[src/rtl/sp_bank_arbiter_if.sv]
// Request/grant bundle between the bank's four requesters, its two FIFOs and the fence/status logic.
interface sp_bank_arbiter_if #(
   parameter int ADDR_W = 10,
   parameter int DATA_W = 64
);
   logic              dw_req;
   logic [ADDR_W-1:0] dw_addr;
   logic [DATA_W-1:0] dw_data;
   logic              gw_req;
   logic [ADDR_W-1:0] gw_addr;
   logic [DATA_W-1:0] gw_data;
   logic              dw_ack;
   logic              gw_ack;
   logic              dr_req;
   logic [ADDR_W-1:0] dr_addr;
   logic              gr_req;
   logic [ADDR_W-1:0] gr_addr;
   logic              dr_ack;
   logic              gr_ack;
   logic                     wFIFO_WEN;
   logic [ADDR_W+DATA_W-1:0] wFIFO_wdata;
   logic                     rFIFO_WEN;
   logic [ADDR_W:0]          rFIFO_wdata;
   logic              wFIFO_full;
   logic              rFIFO_full;
   logic              load_complete;
   logic              gemm_complete;
   logic              fence_req;
   logic              fence_done;
   logic              busy;
   logic              cnt_err;

   modport slave (
      input  dw_req, dw_addr, dw_data, gw_req, gw_addr, gw_data,
      input  dr_req, dr_addr, gr_req, gr_addr,
      input  wFIFO_full, rFIFO_full, load_complete, gemm_complete, fence_req,
      output dw_ack, gw_ack, dr_ack, gr_ack,
      output wFIFO_WEN, wFIFO_wdata, rFIFO_WEN, rFIFO_wdata,
      output fence_done, busy, cnt_err
   );

   modport master (
      output dw_req, dw_addr, dw_data, gw_req, gw_addr, gw_data,
      output dr_req, dr_addr, gr_req, gr_addr,
      output wFIFO_full, rFIFO_full, load_complete, gemm_complete, fence_req,
      input  dw_ack, gw_ack, dr_ack, gr_ack,
      input  wFIFO_WEN, wFIFO_wdata, rFIFO_WEN, rFIFO_wdata,
      input  fence_done, busy, cnt_err
   );
endinterface

[src/rtl/sp_bank_arbiter.sv]
// Round-robin write/read arbiter for one scratchpad bank with outstanding-count caps and a drain fence.
//
// state | meaning
// IDLE  | grants allowed on both channels
// FENCE | grants blocked, waiting for both outstanding counts to drain to zero
// DONE  | fence_done pulses for one cycle, then back to IDLE
module sp_bank_arbiter #(
   parameter int ADDR_W  = 10,
   parameter int DATA_W  = 64,
   parameter int MAX_OUT = 8
) (
   input  logic CLK,
   input  logic nRST,
   sp_bank_arbiter_if.slave bus
);
   localparam int CW = $clog2(MAX_OUT + 1);

   typedef enum logic [1:0] {IDLE, FENCE, DONE} state_t;

   state_t        state;
   logic [CW-1:0] wCnt, rCnt, wCntNext, rCntNext;
   logic          wLast, rLast;
   logic          wElig, rElig;
   logic          wGrant0, wGrant1, rGrant0, rGrant1;
   logic          wUnder, rUnder;
   logic          fenceDone, busyReg, cntErr;

   function automatic logic [CW-1:0] nextCnt(input logic [CW-1:0] c, input logic inc, input logic dec);
      if (inc && !dec)                return c + 1'b1;
      else if (dec && !inc && c != '0) return c - 1'b1;
      else                            return c;
   endfunction

   // Eligibility looks at the registered count, so a same-cycle completion never unblocks a full channel.
   always_comb begin
      wElig   = nRST && (state == IDLE) && !bus.wFIFO_full && (wCnt < CW'(MAX_OUT));
      rElig   = nRST && (state == IDLE) && !bus.rFIFO_full && (rCnt < CW'(MAX_OUT));
      wGrant0 = wElig && bus.dw_req && (!bus.gw_req || wLast);
      wGrant1 = wElig && bus.gw_req && (!bus.dw_req || !wLast);
      rGrant0 = rElig && bus.dr_req && (!bus.gr_req || rLast);
      rGrant1 = rElig && bus.gr_req && (!bus.dr_req || !rLast);
      wCntNext = nextCnt(wCnt, wGrant0 | wGrant1, bus.load_complete);
      rCntNext = nextCnt(rCnt, rGrant0 | rGrant1, bus.gemm_complete);
      wUnder   = bus.load_complete && !(wGrant0 | wGrant1) && (wCnt == '0);
      rUnder   = bus.gemm_complete && !(rGrant0 | rGrant1) && (rCnt == '0);
   end

   assign bus.dw_ack      = wGrant0;
   assign bus.gw_ack      = wGrant1;
   assign bus.dr_ack      = rGrant0;
   assign bus.gr_ack      = rGrant1;
   assign bus.wFIFO_WEN   = wGrant0 | wGrant1;
   assign bus.rFIFO_WEN   = rGrant0 | rGrant1;
   assign bus.wFIFO_wdata = wGrant1 ? {bus.gw_addr, bus.gw_data} : {bus.dw_addr, bus.dw_data};
   assign bus.rFIFO_wdata = rGrant1 ? {1'b1, bus.gr_addr} : {1'b0, bus.dr_addr};
   assign bus.fence_done  = fenceDone;
   assign bus.busy        = busyReg;
   assign bus.cnt_err     = cntErr;

   always_ff @(posedge CLK) begin
      if (!nRST) begin
         state     <= IDLE;
         wCnt      <= '0;
         rCnt      <= '0;
         wLast     <= 1'b1;
         rLast     <= 1'b1;
         fenceDone <= 1'b0;
         busyReg   <= 1'b0;
         cntErr    <= 1'b0;
      end else begin
         wCnt      <= wCntNext;
         rCnt      <= rCntNext;
         busyReg   <= (wCntNext != '0) || (rCntNext != '0);
         fenceDone <= 1'b0;
         if (wGrant0 || wGrant1) wLast <= wGrant1;
         if (rGrant0 || rGrant1) rLast <= rGrant1;
         if (wUnder || rUnder)   cntErr <= 1'b1;
         case (state)
            IDLE:    if (bus.fence_req) state <= FENCE;
            FENCE: begin
               if (wCntNext == '0 && rCntNext == '0) begin
                  state     <= DONE;
                  fenceDone <= 1'b1;
               end
            end
            DONE:    state <= IDLE;
            default: state <= IDLE;
         endcase
      end
   end
endmodule
[src/flat_wrapper.sv]
// flat-port wrapper written by rule: the top's interface ports become plain ports
module sp_bank_arbiter_flat 
#(
   parameter int ADDR_W  = 10,
   parameter int DATA_W  = 64,
   parameter int MAX_OUT = 8
)
  (CLK, nRST, bus_dw_req, bus_dw_addr, bus_dw_data, bus_gw_req, bus_gw_addr, bus_gw_data, bus_dr_req, bus_dr_addr, bus_gr_req, bus_gr_addr, bus_wFIFO_full, bus_rFIFO_full, bus_load_complete, bus_gemm_complete, bus_fence_req, bus_dw_ack, bus_gw_ack, bus_dr_ack, bus_gr_ack, bus_wFIFO_WEN, bus_wFIFO_wdata, bus_rFIFO_WEN, bus_rFIFO_wdata, bus_fence_done, bus_busy, bus_cnt_err);
  sp_bank_arbiter_if #(.ADDR_W(ADDR_W), .DATA_W(DATA_W)) bus_i ();
  input  logic CLK;
  input  logic nRST;
  input wire logic [$bits(bus_i.dw_req)-1:0] bus_dw_req;
  input wire logic [$bits(bus_i.dw_addr)-1:0] bus_dw_addr;
  input wire logic [$bits(bus_i.dw_data)-1:0] bus_dw_data;
  input wire logic [$bits(bus_i.gw_req)-1:0] bus_gw_req;
  input wire logic [$bits(bus_i.gw_addr)-1:0] bus_gw_addr;
  input wire logic [$bits(bus_i.gw_data)-1:0] bus_gw_data;
  input wire logic [$bits(bus_i.dr_req)-1:0] bus_dr_req;
  input wire logic [$bits(bus_i.dr_addr)-1:0] bus_dr_addr;
  input wire logic [$bits(bus_i.gr_req)-1:0] bus_gr_req;
  input wire logic [$bits(bus_i.gr_addr)-1:0] bus_gr_addr;
  input wire logic [$bits(bus_i.wFIFO_full)-1:0] bus_wFIFO_full;
  input wire logic [$bits(bus_i.rFIFO_full)-1:0] bus_rFIFO_full;
  input wire logic [$bits(bus_i.load_complete)-1:0] bus_load_complete;
  input wire logic [$bits(bus_i.gemm_complete)-1:0] bus_gemm_complete;
  input wire logic [$bits(bus_i.fence_req)-1:0] bus_fence_req;
  output wire logic [$bits(bus_i.dw_ack)-1:0] bus_dw_ack;
  output wire logic [$bits(bus_i.gw_ack)-1:0] bus_gw_ack;
  output wire logic [$bits(bus_i.dr_ack)-1:0] bus_dr_ack;
  output wire logic [$bits(bus_i.gr_ack)-1:0] bus_gr_ack;
  output wire logic [$bits(bus_i.wFIFO_WEN)-1:0] bus_wFIFO_WEN;
  output wire logic [$bits(bus_i.wFIFO_wdata)-1:0] bus_wFIFO_wdata;
  output wire logic [$bits(bus_i.rFIFO_WEN)-1:0] bus_rFIFO_WEN;
  output wire logic [$bits(bus_i.rFIFO_wdata)-1:0] bus_rFIFO_wdata;
  output wire logic [$bits(bus_i.fence_done)-1:0] bus_fence_done;
  output wire logic [$bits(bus_i.busy)-1:0] bus_busy;
  output wire logic [$bits(bus_i.cnt_err)-1:0] bus_cnt_err;
  assign bus_i.dw_req = bus_dw_req;
  assign bus_i.dw_addr = bus_dw_addr;
  assign bus_i.dw_data = bus_dw_data;
  assign bus_i.gw_req = bus_gw_req;
  assign bus_i.gw_addr = bus_gw_addr;
  assign bus_i.gw_data = bus_gw_data;
  assign bus_i.dr_req = bus_dr_req;
  assign bus_i.dr_addr = bus_dr_addr;
  assign bus_i.gr_req = bus_gr_req;
  assign bus_i.gr_addr = bus_gr_addr;
  assign bus_i.wFIFO_full = bus_wFIFO_full;
  assign bus_i.rFIFO_full = bus_rFIFO_full;
  assign bus_i.load_complete = bus_load_complete;
  assign bus_i.gemm_complete = bus_gemm_complete;
  assign bus_i.fence_req = bus_fence_req;
  assign bus_dw_ack = bus_i.dw_ack;
  assign bus_gw_ack = bus_i.gw_ack;
  assign bus_dr_ack = bus_i.dr_ack;
  assign bus_gr_ack = bus_i.gr_ack;
  assign bus_wFIFO_WEN = bus_i.wFIFO_WEN;
  assign bus_wFIFO_wdata = bus_i.wFIFO_wdata;
  assign bus_rFIFO_WEN = bus_i.rFIFO_WEN;
  assign bus_rFIFO_wdata = bus_i.rFIFO_wdata;
  assign bus_fence_done = bus_i.fence_done;
  assign bus_busy = bus_i.busy;
  assign bus_cnt_err = bus_i.cnt_err;
  sp_bank_arbiter #(.ADDR_W(ADDR_W), .DATA_W(DATA_W), .MAX_OUT(MAX_OUT)) u_core (.CLK(CLK), .nRST(nRST), .bus(bus_i));
endmodule
[config.mk]
export PLATFORM = sky130hd
export DESIGN_NAME = sp_bank_arbiter_flat
export DESIGN_NICKNAME = d
export VERILOG_FILES = /design/src/rtl/sp_bank_arbiter_if.sv /design/src/rtl/sp_bank_arbiter.sv /design/src/flat_wrapper.sv
export SDC_FILE = /design/constraint.sdc
export NUM_CORES = 1
export LEC_CHECK = 0
export CORE_AREA = 2 2 106 108
export CTS_CLUSTER_SIZE = 10
export DETAILED_ROUTE_END_ITERATION = 8
export DIE_AREA = 0 0 108 110
export GPL_TIMING_DRIVEN = 0
export HOLD_SLACK_MARGIN = 0.12
export PLACE_DENSITY = 0.62
export SYNTH_ARGS = -nofsm -noshare
export SYNTH_HDL_FRONTEND = slang
export SYNTH_SLANG_ARGS = --single-unit
export TNS_END_PERCENT = 50
[constraint.sdc]
create_clock -name CLK -period 4.8 [get_ports CLK]
set_input_delay 0.48 -clock CLK [delete_from_list [all_inputs] [get_ports CLK]]
set_output_delay 0.48 -clock CLK [all_outputs]
set_load 0.02 [all_outputs]
-- After elaboration in Yosys (flattened, before gate mapping)
Index checks and enable logic that the tools add are counted.
- logic and storage cells: 82
- output and inout port bits: 94
- bits of input ports: 179
- bits in registers: 15
- bitwise operators: 2
- reduce and logical (&&, ||, !) cells: 53
- magnitude comparators: 2
- muxes and demuxes: 10
- $add $sub $neg: 4
- equality and inequality tests: 3
- operators with widths (kind ; count):
    74-bit 2-to-1 mux ; 1
    1-bit logical AND ; 22
    4-bit logical NOT ; 4
    4-bit 2-to-1 mux ; 4
    4-bit nonzero test ; 4
    1-bit logical NOT ; 12
    11-bit 2-to-1 mux ; 1
    4-bit by 1-bit adder with 4-bit output (second input constant) ; 2
    1-bit logical OR ; 8
    4-bit less-than comparator (second input constant) ; 2
    4-bit by 1-bit subtractor with 4-bit output (second input constant) ; 2
    2-bit 2-to-1 mux ; 2
    2-bit case mux with 2 select lines ; 1
    2-bit AND reduction ; 2
    2-bit by 1-bit == test with 1-bit output (second input constant) ; 1
    2-bit logical NOT ; 1
    2-bit by 1-bit inequality test with 1-bit output (second input constant) ; 1
    2-bit inequality test (second input constant) ; 1
    1-bit OR ; 2
    1-bit 2-to-1 mux ; 1

-- Longest topological paths before layout
Gate-level depths: netlist (run 1).
- word-level depth: 16
- gate-level depth with buffers: 9
- gate-level depth less buffers: 8

-- Least setup slack after synthesis (run 1)
Ideal clock, no wire load.
- kind: input-to-output
- start point: in nRST
- end point: out bus_dr_ack
- cell stages on the path: 3
- buffers on the path: 1
- required time: 4320 ps
- data arrival time: 2191 ps
- path slack: 2129 ps
- path through: or3b_1 -> buf_6 -> a2111oi_0
- longest elaborated chain between the ends: 5
- RTL lines (item ; line ; text):
    start, declared ; flat_wrapper.sv:11 ; input logic nRST;
    1-bit logical AND (3 in series) ; sp_bank_arbiter.sv:37 ; rElig = nRST && (state == IDLE) && !bus.rFIFO_full && (rCnt < CW'(MAX_OUT));
    1-bit logical AND (2 in series) ; sp_bank_arbiter.sv:40 ; rGrant0 = rElig && bus.dr_req && (!bus.gr_req || rLast);
    end, declared ; flat_wrapper.sv:29 ; output wire logic [$bits(bus_i.dr_ack)-1:0] bus_dr_ack;
Every way passes these cells.

-- Worst setup path in the final report (run 1)
- start point: in nRST
- end point: out bus_wFIFO_wdata[5]
- longest elaborated chain between the ends: 6
- RTL lines (item ; line ; text):
    1-bit logical AND (3 in series) ; sp_bank_arbiter.sv:36 ; wElig = nRST && (state == IDLE) && !bus.wFIFO_full && (wCnt < CW'(MAX_OUT));
    1-bit logical AND (2 in series) ; sp_bank_arbiter.sv:39 ; wGrant1 = wElig && bus.gw_req && (!bus.dw_req || !wLast);
    74-bit 2-to-1 mux ; sp_bank_arbiter.sv:54 ; assign bus.wFIFO_wdata = wGrant1 ? {bus.gw_addr, bus.gw_data} : {bus.dw_addr, bus.dw_data};
    end, declared ; flat_wrapper.sv:32 ; output wire logic [$bits(bus_i.wFIFO_wdata)-1:0] bus_wFIFO_wdata;
Every way passes these cells.

==> results.md, run 1 <==
- For this configuration, the core starts out at a cell density of 18.6%.
- The routed length on met3 is about 1100 µm.
- In the final routing, the length of wire on met1 measures 4860 µm.
- For this run, the top clock speed supported by timing is around 240 MHz.
- The final layout contains 844 nets.
- The I/O pin count is between 200 and 300.
- The cell sitting at the root of the clock tree is a clkbuf_8.
- Buffers inserted during clock tree synthesis total 3.
- IR analysis of the VDD net gives a maximum drop of approximately 0.00024 V.
- The class of the most critical hold timing path is reg -> reg.
- Global routing finished with a remaining overflow of 0.
- Fill cells in the final layout number between 1k and 1.5k.
- The area fraction of the dominant cell type after synthesis is just under 50%.
- The final route contains roughly 3.4k vias.
- Adding up every negative setup slack in the final design gives 0 ns.
- After synthesis, flip-flops and latches occupy between 10% and 20% of the total area.
- The destination of the worst hold path is u_core.state[0]$_SDFFE_PN0P_.
- The die covers approximately 12000 µm².
- A synthesized cell averages around 5.2 µm².
- Walking the worst path, the cells encountered are clkdlybuf4s50_1 > or3b_1 > buf_6 > nor2_1 > o211ai_1 > inv_1 > clkbuf_1 > buf_1 > nand2_1 > nand2_1 > clkdlybuf4s50_1.
- The total number of H-tree levels is 1.
- The total global-route track usage is approximately 18%.
- The largest individual stage delay along the critical path comes from the cell clkdlybuf4s50_1.
- The total of flip-flops plus latches after synthesis is 15.
- The number of buffers inserted to repair setup after CTS is 0.
- Setup violations remaining at the end of the flow were counted as 0.
- The relative area change from synthesis to final layout is 148%.
- The cell area after layout is 4920 µm².
- The critical path's largest stage delay is about 0.6 ns.
- The source of the worst hold timing path is u_core.state[0]$_SDFFE_PN0P_.
- The post-cts repair resize count is 0.
- The number of nets in the synthesized netlist is approximately 570.
- The count of port buffers added during placement is roughly 270.
- The cell count of the worst reg-to-reg path is 8.
- The die is roughly 110 µm wide.
- After layout, the worst path uses between 80% and 90% of the clock period.
- The count of placed standard cells in the final layout, fillers left out is 801.
- TritonCTS built the clock tree.
- The final weighted congestion in routability-driven placement is about 0.87.
- Once detail routing completed, the nets flagged for antenna violations numbered 0.
- After synthesis, the cell types taking the most area are nand2_1 48%, dfxtp_1 15%, clkbuf_1 3.0%.
- The critical path arrival is ~3.6 ns.
- For this design the ratio of total power to cell area is 249 nW/µm².
- The design draws roughly 1.2 mW.
- The analysis attributes to cell leakage a power of ~2.2 nW.
- After detailed routing, the average wire length per cell comes to approximately 15 µm.
- After detailed routing, the total wire length is between 10000 and 15000 µm.
- The cell count after synthesis is between 300 and 400.
- The worst slew margin relative to its limit is 57.1%.
- The largest driver fanout on the critical path is 10.
- The startpoint of the worst-slack reg-to-reg timing path is u_core.state[0]$_SDFFE_PN0P_.
- After clock tree synthesis, the clock-pin slew on the worst setup and hold paths is about 0.070 ns.
- The vias per cell is between 4 and 5.
- The post-synth design cell area is between 1500 and 2000 µm².
- The largest net degree at the start of global routing is 12.
- The region available for standard cell placement spans approximately 11000 µm².
- The total clock sinks is 15.
- Once layout is complete, the utilization of the core stands at 46.0%.
- At the pin with the least slew margin, the transition time is 0.628 ns.
- The number of hold buffers added after CTS was 0.
- The first routing iteration left 201 violations.
- Summed over all instances, the cell type with the most area after synthesis is nand2_1.
- The detailed router used layers up to and including met4.
- The critical path is of the in -> out type.
- The initial antenna violation count is 1.
- The number of global-route vias before repair came to 3295.
- The tightest hold path in the finished design has a slack of 0.503 ns.
- The register-to-register path setup slack is between 2 and 2.5 ns.
- The cell area after placement is just under 5000 µm².
- The worst setup path is captured at an output pin.
- The worst setup slack after layout is 0.716 ns.
- Setup repair after global routing left no endpoint under its margin.
- Counting tap cells, the placed design contains a total of about 800 instances.
- The max-slew violation total from the final report was 0.
- The endpoint identified for the worst register-to-register timing path is u_core.state[1]$_SDFFE_PN0P_.
- The critical path launch point type is an input pin.
- The deepest clock path buffer count is 2.
- Detailed placement finished with a half-perimeter wire length of ~10000 µm.
- The yosys synthesis warning count is 0.
- On the final layout, the worst clock skew is just under 0.009 ns.
- The post-route netlist has roughly 2.1% of its cells at a drive strength greater than 1.
- For the worst setup path, the data required time is about 4.3 ns.
- The number of different library cells used by synthesis comes to 39.
- The first-pass GRT wire length is between 15000 and 20000 µm.
- Counting instances, the worst hold path has a depth of 1.
- The first detailed-routing pass took 4 iterations.
- Row generation in the floorplan step produced 38 rows.
- The met2 wire length is between 5000 and 6000 µm.
- Prior to clock tree synthesis, the placed netlist has a worst setup slack of between 0.6 and 0.7 ns.
- The final number of hold-violating endpoints was 0.
- The die span in y is 110 µm.
- The run finished with clean final reports.
- For this run, design rule violations remaining after detail routing come to 0.
- The later pin in the worst-skew pair is clocked with a latency of between 0.2 and 0.3 ns.
- The worst path in the final design needs a cycle of about 4.1 ns, including I/O delays and setup.
- Across the run, the number of max-cap violations was 0.
[registers in the layout, summed over array words and instances, names as in the netlist]
name	flops
u_core.bus.cnt_err	1
u_core.wLast	1
u_core.rCnt	4
u_core.bus.busy	1
u_core.rLast	1
u_core.state	2
u_core.bus.fence_done	1
u_core.wCnt	4
[layer usage]
layer | vias up | track usage (%)
met3 | 5 | 5.29
met1 | 1480 | 21.3
met5 | - | 0
met4 | 0 | 2.01
met2 | 148 | 31.9
li1 | 1756 | -
[worst max-delay path by stage]
| stage | to | from | slack, ns | depth (start not counted) |
|---|---|---|---|---|
| global placement | bus_wFIFO_wdata[25] | nRST | 0.61 | 11 |
| finish | bus_wFIFO_wdata[5] | nRST | 0.72 | 11 |
| detailed placement | bus_wFIFO_wdata[25] | nRST | 0.63 | 11 |
| global route | bus_wFIFO_wdata[25] | nRST | 0.37 | 11 |
| floorplan | bus_dr_ack | nRST | 2.13 | 3 |
| CTS | bus_wFIFO_wdata[25] | nRST | 0.62 | 11 |
[logic make-up after synthesis]
| kind of cell | share of synthesized area (%) |
|---|---|
| and+or+nand+nor | 62.5 |
| muxes | 0.503 |
| DFF | 15.1 |
| buffers and inverters | 8.12 |
| adders and majority gates | 2.52 |
| AOI/OAI and AO/OA | 9.50 |
| xor gates and xnor gates | 1.76 |
[synth_stat cells (all sizes together)]
master and instances:
nand2 256, clkbuf 16, dfxtp 15, inv 14, and2 8, buf 8, nor2 6, o211ai 6
o21ai 5, ha 4, nor2b 4, nor4 4, xnor2 4, a21oi 3, and4 3, o311ai 3
or2 3, or3b 3, a2111oi 2, a211o 2, a31oi 2, nand4b 2, nor3 2, or3 2
a21boi 1, a311oi 1, and3 1, mux2i 1, nor4b 1, o22ai 1, o31ai 1, or4b 1
[critical path: cells and delay by family]
family / cells / cell delay (ns)
compound gates: 1 / 0.15
simple gates: 4 / 0.72
buf+inv: 6 / 2.25
[final cells by class]
cell class	count	area, µm²	share of cell area [%]
repair buffers	271	2710	55.1
multi-input cells	332	1530	31.0
flip-flops and latches	15	300	6.10
well taps	140	175	3.56
plain buffers	24	109	2.21
inverters	14	52.6	1.07
clock buffers	3	41.3	0.838
clock inverters	1	5.00	0.102
diodes	1	2.50	0.0508
[report_power, final]
group	switching [mW]	internal (mW)
logic	0.451	0.475
registers	0.0344	0.165
clock network	0.0452	0.0574
[cells in the final DEF (no fill, tap or decap), types with 2 or more instances in the layout]
master,instances
o21ai_0,5
clkdlybuf4s50_1,271
a211o_1,2
and2_1,8
nor3_1,2
buf_1,5
clkbuf_8,3
or3b_2,2
clkbuf_1,16
nor2_1,6
nor4_1,3
inv_1,14
a31oi_1,2
a2111oi_0,2
and4_1,3
nand4b_1,2
xnor2_1,4
dfxtp_1,15
a21oi_1,3
buf_6,2
o211ai_1,6
o311ai_0,3
nor2b_1,4
nand2_1,256
ha_1,4
Power figures use the tool's default switching activity.
==> inputs of run 2 (changes only) <==
--- a/config.mk
+++ b/config.mk
@@ -6,9 +6,10 @@
 export NUM_CORES = 1
 export LEC_CHECK = 0
 export CORE_AREA = 2 2 106 108
-export CTS_CLUSTER_SIZE = 10
+export CTS_CLUSTER_SIZE = 14
 export DETAILED_ROUTE_END_ITERATION = 8
 export DIE_AREA = 0 0 108 110
+export GPL_ROUTABILITY_DRIVEN = 0
 export GPL_TIMING_DRIVEN = 0
 export HOLD_SLACK_MARGIN = 0.12
 export PLACE_DENSITY = 0.62
==> results of run 2 <==
No change in the layout: final DEF, timing and power equal those of run 1.
==> inputs of run 3 (changes only) <==
--- a/config.mk
+++ b/config.mk
@@ -5,14 +5,14 @@
 export SDC_FILE = /design/constraint.sdc
 export NUM_CORES = 1
 export LEC_CHECK = 0
-export CORE_AREA = 2 2 106 108
+export CORE_AREA = 2 2 107 109
 export CTS_CLUSTER_SIZE = 14
 export DETAILED_ROUTE_END_ITERATION = 8
-export DIE_AREA = 0 0 108 110
+export DIE_AREA = 0 0 109 111
 export GPL_ROUTABILITY_DRIVEN = 0
 export GPL_TIMING_DRIVEN = 0
 export HOLD_SLACK_MARGIN = 0.12
-export PLACE_DENSITY = 0.62
+export PLACE_DENSITY = 0.61
 export SYNTH_ARGS = -nofsm -noshare
 export SYNTH_HDL_FRONTEND = slang
 export SYNTH_SLANG_ARGS = --single-unit
==> constraint.sdc (replaced) <==
create_clock -name CLK -period 4.6 [get_ports CLK]
set_input_delay 0.46 -clock CLK [delete_from_list [all_inputs] [get_ports CLK]]
set_output_delay 0.46 -clock CLK [all_outputs]
set_load 0.02 [all_outputs]
==> run 3 against run 2 <==
Effect of this change: clock-buffer cell count unchanged; clock skew fell by 0.0073 ns; largest power group unchanged; non-clock buffer count stayed put.
==> results.md, run 3 (synthesis results as in run 1) <==
- The cell class contributing the biggest share of worst-path delay is buffers and inverters.
- The worst slew margin relative to its limit is 57.1% (+0.084 points).
- The standard cell core area came to 11100 µm² (+3.5%).
- Setup repair after global routing left no endpoint under its margin.
- The critical path's largest stage delay came to 0.59 ns (about the same).
- For the finished layout, the period the worst path requires is approximately 4.2 ns.
- The required time at the endpoint of the critical path is 4.14 ns (-0.18 ns).
- The setup path with the least slack is of type in -> out.
- The final number of hold-violating endpoints came to 0 (unchanged).
- The remaining design rule violation count is 0 (unchanged).
- From synthesis to final layout, the design area changed by 149%.
- The worst setup slack after layout is 0.436 ns (-0.280 ns).
- The number of buffers inserted to repair setup after CTS was 0 (unchanged).
- The power per cell area is 274 nW/µm² (+9.7%).
- The max-slew violation total from the final report is 0 (unchanged).
- The detailed placement HPWL is 10000 µm (+0.91%).
- The fraction of layout cells with a size suffix above 1 came to 2.12% (unchanged).
- The startpoint identified for the worst hold timing path is u_core.state[0]$_SDFFE_PN0P_.
- The post-cts repair resize count is 0 (unchanged).
- The total global-route track usage is 18.8% (+1.1 points).
- The detailed-routing iteration count for the pre-antenna-repair pass came to 4 (unchanged).
- The transition time at the pin with the least slew margin came to 0.643 ns (+0.0150 ns).
- The deepest clock path buffer count is 2 (unchanged).
- The worst-skew pair later-pin latency is 0.25 ns (about the same).
- The starting density of the core is 17.9% (-0.64 points).
- The initial antenna violation count is 1 (unchanged).
- The run finished with clean final reports.
- Traced cell by cell, the critical path runs through clkdlybuf4s50_1 > or3b_1 > buf_6 > nor2_1 > o211ai_1 > inv_1 > clkbuf_1 > buf_1 > nand2_1 > nand2_1 > clkdlybuf4s50_1.
- The total number of H-tree levels is 1 (unchanged).
- The first-pass GRT wire length is 18000 µm (+7.0%).
- The cell at the root of the clock tree is clkbuf_16.
- The number of diodes was 0 (-1).
- The detailed-route wire length per cell is 15.1 µm (+2.0%).
- The I/O pin count came to 273 (unchanged).
- The setup-violating endpoint count in the final report was 0 (unchanged).
- The number of global-route vias before repair came to 3414 (+3.6%).
- The register-to-register path setup slack is 2.04 ns (-0.21 ns).
- The vias per cell was 4.24 (+0.25%).
- TritonCTS built the clock tree.
- The most common cell after layout, fill and taps aside is clkdlybuf4s50_1.
- The class of the most critical hold timing path is reg -> reg.
- The cell count of the worst reg-to-reg path is 8 (unchanged).
- The worst voltage drop across the vdd grid is 0.000372 V (+58%).
- The part of the cycle the worst path needs is between 90 and 100%.
- The total power draw was 1.36 mW (+10%).
- The cell count after placement is 799 (+0.38%).
- The number of nets in the layout is 844 (unchanged).
- The number of buffer and inverter instances along the worst setup path is 6 (unchanged).
- The worst setup path is launched from an input pin.
- The sum of negative setup slack is 0 ns (unchanged).
- The quantity of hold-fixing buffers added after cts is 0 (unchanged).
- The total CTS buffers is 3 (unchanged).
- The setup slack at placement was 0.416 ns (-0.210 ns).
- The die width came to 109 µm (+0.93%).
- The total clock sinks is 15 (unchanged).
- The worst hold path stage count is 1 (unchanged).
- The global-route congestion overflow total was 0 (unchanged).
- For hold timing, the worst endpoint is u_core.state[0]$_SDFFE_PN0P_.
- The worst register-to-register path ends at u_core.state[1]$_SDFFE_PN0P_.
- The largest driver fanout on the critical path came to 10 (unchanged).
- The via count came to 3406 (+0.50%).
- The highest-delay cell along the critical path is clkdlybuf4s50_1.
- The number of rows in the core area is 39 (+2.6%).
- The standby leakage power is 2.25 nW (+0.69%).
- In the layout the commonest cells are 271 x clkdlybuf4s50_1, 256 x nand2_1, 16 x clkbuf_1.
- The count of port buffers added during placement is 271 (unchanged).
- The final setup skew is 0.00138 ns (-0.00726 ns).
- In this run the critical register-to-register path is launched from u_core.state[0]$_SDFFE_PN0P_.
- The reported max-cap violation count was 0 (unchanged).
- The largest net degree at the start of global routing is 12 (unchanged).
- The final routed wirelength across all metal layers is 12100 µm (+2.2%).
- The count of placed standard cells in the final layout, fillers left out is 803 (+0.25%).
- The clock transition at the registers of the reported paths is 0.05 ns (-0.02 ns).
- The final antenna-violating net count is 0 (unchanged).
- The die span in y came to 111 µm (+0.91%).
- The critical path arrival is 3.70 ns (+0.10 ns).
- The largest registers in the layout are u_core.rCnt x4, u_core.wCnt x4, u_core.state x2.
- The critical path endpoint category is an output pin.
- The area enclosed by the die boundary was 12100 µm² (+1.8%).
- The first-iteration detailed-routing DRC count came to 183 (-9.0%).
- The fmax is between 200 and 250 MHz.
## run 3: changes by cell type in the layout (fill, tap and decap cells not counted), sizes merged
| cell | delta |
|---|---|
| diode | -1 |
## run 3: where the power goes
part	switching, mW	leakage (nW)	internal, mW	total (mW)
clock network	0.0602	0.0409	0.116	0.177
logic	0.476	2.09	0.495	0.971
registers	0.0365	0.123	0.173	0.209
## run 3: worst register-to-register path, cell delays in order (launching register included)
cell and delay, ns:
dfxtp_1 0.33, or3b_1 0.41, buf_6 0.16, or3_4 0.38, buf_6 0.14, a211o_1 0.26, or2_4 0.24, nor4_4 0.34
and4_1 0.24
## run 3: stage by stage
stage	instance area (µm²)	hold slack, ns	util [%]
final	4960	0.493	44.8
after global routing	4960	0.511	44.8
after CTS	4960	0.485	44.8
after detailed placement	4880	0.471	44.1
after global placement	4880	0.470	44.1
after floorplan	1990	0.449	-
## run 3: worst max-delay path by stage
stage          slack [ns]                  end  cells after the start  from
4_1_cts              0.45  bus_wFIFO_wdata[25]                     11  nRST
3_3_place_gp         0.44  bus_wFIFO_wdata[25]                     11  nRST
2_1_floorplan        1.97           bus_dr_ack                      3  nRST
6_report             0.44  bus_wFIFO_wdata[46]                     11  nRST
5_1_grt              0.17  bus_wFIFO_wdata[25]                     11  nRST
3_5_place_dp         0.42  bus_wFIFO_wdata[25]                     11  nRST
## run 3: final cells by class
| class | instances | area (µm²) |
|---|---|---|
| fillers | 1177 | 6120 |
| well taps | 143 | 179 |
| repair buffers | 271 | 2710 |
| clock buffers | 3 | 75.1 |
| inverters | 14 | 52.6 |
| multi-input cells | 332 | 1530 |
| flip-flops and latches | 15 | 300 |
| clock inverters | 1 | 5.00 |
| plain buffers | 24 | 109 |
## run 3: layer usage
| layer | vias to the layer above | share of wire, % | routed length (µm) | track usage (%) |
|---|---|---|---|---|
| li1 | 1756 | - | - | - |
| met1 | 1476 | 43 | 5170 | 23.7 |
| met2 | 156 | 46 | 5550 | 32.3 |
| met3 | 16 | 9.3 | 1130 | 3.82 |
| met4 | 2 | 2.0 | 239 | 4.44 |
| met5 | - | 0.11 | 13 | 0 |
